===== config.mk =====
export PLATFORM = sky130hd
export DESIGN_NAME = tt_sweep_seq
export DESIGN_NICKNAME = d
export VERILOG_FILES = /design/src/rtl/tt_sweep_seq.sv
export SDC_FILE = /design/constraint.sdc
export NUM_CORES = 1
export LEC_CHECK = 0
export CORE_AREA = 2 2 39 41
export DETAILED_ROUTE_END_ITERATION = 10
export DIE_AREA = 0 0 41 43
export GPL_ROUTABILITY_DRIVEN = 0
export PLACE_DENSITY = 0.6
export SLEW_MARGIN = 5
export SYNTH_ARGS = -nofsm -noshare
export SYNTH_HDL_FRONTEND = slang
export SYNTH_SLANG_ARGS = --single-unit

===== constraint.sdc =====
create_clock -name clk -period 1.5 [get_ports clk]
set_input_delay 0.3 -clock clk [delete_from_list [all_inputs] [get_ports clk]]
set_output_delay 0.3 -clock clk [all_outputs]
set_load 0.005 [all_outputs]

===== src/rtl/tt_sweep_seq.sv =====
// tt_sweep_seq: exhaustive stimulus sequencer for small combinational gates.
//
// The sequencer walks every N_IN-bit input vector in ascending binary order.
// It holds each vector for DWELL cycles and samples the gate output y on the
// last cycle of each vector. The all-ones vector is the last one, and the
// sequence never wraps.
//
// Optional checker: compile with TT_SWEEP_SEQ_CHECK_EN defined. The checker
// compares y against the OR-reduction of vec on every sample cycle and counts
// the mismatches in a saturating counter. When the macro is not defined, y is
// unused, err_cnt is held at zero and pass follows done.
//
// Ports:
//   clk        rising-edge clock
//   rst_n      asynchronous active-low reset
//   start      begin a sweep (taken in IDLE or DONE, ignored while busy)
//   pause      freeze the sweep: vector held, dwell count frozen, no sample
//   vec        current stimulus vector, MSB = first gate input
//   vec_valid  vec is a live sweep vector
//   busy       sweep in progress
//   done       sweep finished; level, held until the next start
//   y          gate output under test
//   err_cnt    saturating mismatch count
//   pass       done with no mismatches
module tt_sweep_seq #(
  parameter int unsigned N_IN  = 3,
  parameter int unsigned DWELL = 1,
  parameter int unsigned ERR_W = 4
) (
  input  logic             clk,
  input  logic             rst_n,
  input  logic             start,
  input  logic             pause,
  output logic [N_IN-1:0]  vec,
  output logic             vec_valid,
  output logic             busy,
  output logic             done,
  input  logic             y,
  output logic [ERR_W-1:0] err_cnt,
  output logic             pass
);

  localparam int unsigned CW = (DWELL > 1) ? $clog2(DWELL) : 1;
  localparam logic [CW-1:0] DWELL_LAST = CW'(DWELL - 1);

  typedef enum logic [1:0] {
    S_IDLE,
    S_DRIVE,
    S_DONE
  } state_t;

  state_t          state, state_nxt;
  logic [N_IN-1:0] vec_nxt;
  logic [CW-1:0]   dwell_cnt, dwell_nxt;
  logic            vec_valid_nxt, busy_nxt, done_nxt;
  logic            sample;     // final, unpaused cycle of the current vector
  logic            clear_err;  // a new sweep is being launched

  always_ff @(posedge clk or negedge rst_n) begin
    if (!rst_n) begin
      state     <= S_IDLE;
      vec       <= '0;
      dwell_cnt <= '0;
      vec_valid <= 1'b0;
      busy      <= 1'b0;
      done      <= 1'b0;
    end else begin
      state     <= state_nxt;
      vec       <= vec_nxt;
      dwell_cnt <= dwell_nxt;
      vec_valid <= vec_valid_nxt;
      busy      <= busy_nxt;
      done      <= done_nxt;
    end
  end

  always_comb begin
    state_nxt     = state;
    vec_nxt       = vec;
    dwell_nxt     = dwell_cnt;
    vec_valid_nxt = vec_valid;
    busy_nxt      = busy;
    done_nxt      = done;
    sample        = 1'b0;
    clear_err     = 1'b0;

    case (state)
      S_IDLE, S_DONE: begin
        if (start) begin
          state_nxt     = S_DRIVE;
          vec_nxt       = '0;
          dwell_nxt     = '0;
          vec_valid_nxt = 1'b1;
          busy_nxt      = 1'b1;
          done_nxt      = 1'b0;
          clear_err     = 1'b1;
        end
      end

      S_DRIVE: begin
        // pause outranks everything, including the last-cycle step
        if (!pause) begin
          if (dwell_cnt == DWELL_LAST) begin
            sample    = 1'b1;
            dwell_nxt = '0;
            if (&vec) begin
              state_nxt     = S_DONE;
              vec_nxt       = '0;
              vec_valid_nxt = 1'b0;
              busy_nxt      = 1'b0;
              done_nxt      = 1'b1;
            end else begin
              vec_nxt = vec + 1'b1;
            end
          end else begin
            dwell_nxt = dwell_cnt + 1'b1;
          end
        end
      end

      default: begin
        state_nxt     = S_IDLE;
        vec_nxt       = '0;
        dwell_nxt     = '0;
        vec_valid_nxt = 1'b0;
        busy_nxt      = 1'b0;
        done_nxt      = 1'b0;
      end
    endcase
  end

`ifdef TT_SWEEP_SEQ_CHECK_EN
  logic expected;
  logic mismatch;

  assign expected = |vec;
  assign mismatch = sample && (y != expected);

  always_ff @(posedge clk or negedge rst_n) begin
    if (!rst_n) begin
      err_cnt <= '0;
    end else if (clear_err) begin
      err_cnt <= '0;
    end else if (mismatch && (err_cnt != '1)) begin
      err_cnt <= err_cnt + 1'b1;
    end
  end

  assign pass = done && (err_cnt == '0);
`else
  logic unused_ok;

  assign unused_ok = ^{y, sample, clear_err};
  assign err_cnt   = '0;
  assign pass      = done;
`endif

endmodule


==> summary.txt, run 1 <==
Design Area, Final - 469 µm²
Cell area power density - 1660 nW/µm²
Most used DFF post-synth - dfrtp_1
Post-CTS Hold Buffers - 0
RSZ-0062 raised after global routing - false
Clock Latency Late Sink - 0.24 ns
Initial antenna violation count - 0
FF+latch count, synth - 6
Yosys cell types - 14
CP Cell Sequence - clkdlybuf4s50_1
Clk buf depth - 2
Max Slew Vio Count - 0
IO Pins - 16
Worst-case reg-to-reg path depth - 5
Chip width - 41 µm
Crit path max fanout - 4
TritonCTS buffer count - 3
Arrival time at the worst endpoint - 1.14 ns
Critical Path Sink Type - primary output
Routed wire length - 593 µm
Overall Global Routing Usage - 7.29%
Synth warn - 0
N_diodes - 0
Vias - 264
Nets - 56
Part of the cycle the worst path needs - 96.1%
Post-synth ARST share - 100%
Critical Path Start Type - flop
MaxCap Viol Count - 0
Top Family by Delay on Critical Path - buffers and inverters
Starting DRT DRC Count - 3
CP Buf/Inv Count - 1
Seq/Total Area, Yosys - 43.8%
# clock sinks - 6
Critical path depth in cells - 1
Reg2reg setup slack - 0.16 ns
Die height - 43 µm
Post-synth top area cell - dfrtp_1
Vias per std cell - 4.19
Cells after Synth - 35
CTS tree - yes
Synth top area cells - dfrtp_1 (44%), buf_4 (13%), ha_1 (7.3%)
Fmax - 0.694 GHz
CP startpoint - done
Mapped Area - 343 µm²
Num rows - 14
Worst vdd ir - 591 µV
Hold_ws - 0.300 ns
WL/cell - 9.41 µm
Leakage - 0.222 nW
Setup CP Type - flop to primary output
Post-Place Cells - 59
Drt pass-1 iters - 3
Clock-pin slew on the worst setup and hold paths - 0.05 ns
Top post-synthesis cells by count - buf_4 (6), dfrtp_1 (6), nand2_1 (5)
Pin count of the biggest net entering global routing - 7
Total die area - 1760 µm²
Finished Layout Cells - 63
Initial core utilization - 24.8%
Outcome - completed
Post-DP HPWL - 437 µm
Core ar. - 1380 µm²
Endpoints failing setup - 0
Drt drc - 0
Proportion of layout cells with a drive suffix above 1 - 14.9%
First-pass GRT wire length - 765 µm
Post-synth EDFFs - 0
Hold Crit Class - input pin to asynchronous set/reset pin
IO Port Bufs - 10
ANT nets after route - 0
Clk_skew - 0.00142 ns
Setup TNS - 0 ns
Area after DPL - 437 µm²
Req. time, crit path - 1.20 ns
CTS root buffer - clkbuf_4
Reg-to-Reg End - state[0]
Slowest CP cell - clkdlybuf4s50_1
Total gr overflow - 0
H-Tree Level Count - 1
Crit path largest cell delay - 0.52 ns
Top cell type's share of synthesized area - 43.8%
R2r startpoint - vec[0]
Crit path time final - 1.44 ns
Final Hold Fails - 0
Number of global-route vias before repair - 194
Synthesis-to-layout area growth - 36.9%
Syn Area/Cell - 9.80 µm²
registers in the layout (all words and copies together) (netlist names):
signal and flops:
busy 1, done 1, vec 3, state 1
cell type report:
cell class | instances | area, µm²
well taps | 16 | 20.0
fillers | 157 | 915
repair buffers | 12 | 118
clock buffers | 3 | 22.5
multi-input cells | 26 | 159
flip-flops and latches | 6 | 150
logic make-up (layout without fill, tap and decap cells):
family	Yosys count	count (layout)	synth area share (%)
compound gates	6	6	9.85
fa+ha+maj	2	2	7.30
buf+inv	6	15	13.1
flops	6	6	43.8
mux	3	3	10.2
other cells	1	4	1.09
simple gates	11	11	14.6
placed cells by master (no fill, tap or decap):
| cell | count |
|---|---|
| a21oi_1 | 1 |
| buf_4 | 2 |
| clkbuf_4 | 3 |
| clkdlybuf4s50_1 | 9 |
| conb_1 | 4 |
| dfrtp_1 | 6 |
| dlymetal6s2s_1 | 1 |
| ha_1 | 2 |
| mux2_4 | 1 |
| mux2i_1 | 2 |
| nand2_1 | 5 |
| nand2b_1 | 1 |
| nor2_1 | 3 |
| nor2b_2 | 1 |
| nor3_1 | 1 |
| o21ai_0 | 4 |
| o2bb2ai_1 | 1 |
power by group:
group	switching [mW]	total, mW	internal, mW
Clock	0.0580	0.149	0.0905
Combinational	0.114	0.325	0.211
Sequential	0.0737	0.304	0.230
Total	0.245	0.777	0.532
metrics by stage:
step                      power [mW]  worst slack, ns  util [%]
after floorplan                0.476            0.251         -
after CTS                      0.793           0.0123      33.2
final                          0.777           0.0586      33.9
after global placement         0.631            0.136      31.6
after detailed placement       0.638            0.136      31.6
after global routing           0.841           0.0207      33.9
what timing repair did:
| action | in CTS | in global routing |
|---|---|---|
| resized for setup | 0 | 1 |
| buffers inserted | 0 | 1 |
| endpoints found under the setup margin | 0 | 3 |
routing by layer:
metal | track usage (%) | share of wire, %
met5 | 0 | 0
met4 | 8.00 | 0
met3 | 3.14 | 9.1
met2 | 7.81 | 44
met1 | 9.57 | 47
worst max path at each step:
stage / to
floorplan: state[0]
global placement: state[0]
detailed placement: state[0]
CTS: pass
global route: vec_valid
finish: pass
No activity file was read; power rests on OpenSTA's default activity.
==> run 2, diff against run 1 <==
- CAP_MARGIN: not set -> 20
==> results of run 2 <==
No change in the layout: final DEF, timing and power equal those of run 1.
==> run 3, diff against run 2 <==
- CTS_CLUSTER_DIAMETER: not set -> 150
- GPL_ROUTABILITY_DRIVEN: 0 -> not set
==> results of run 3 <==
No change in the layout: final DEF, timing and power equal those of run 1.
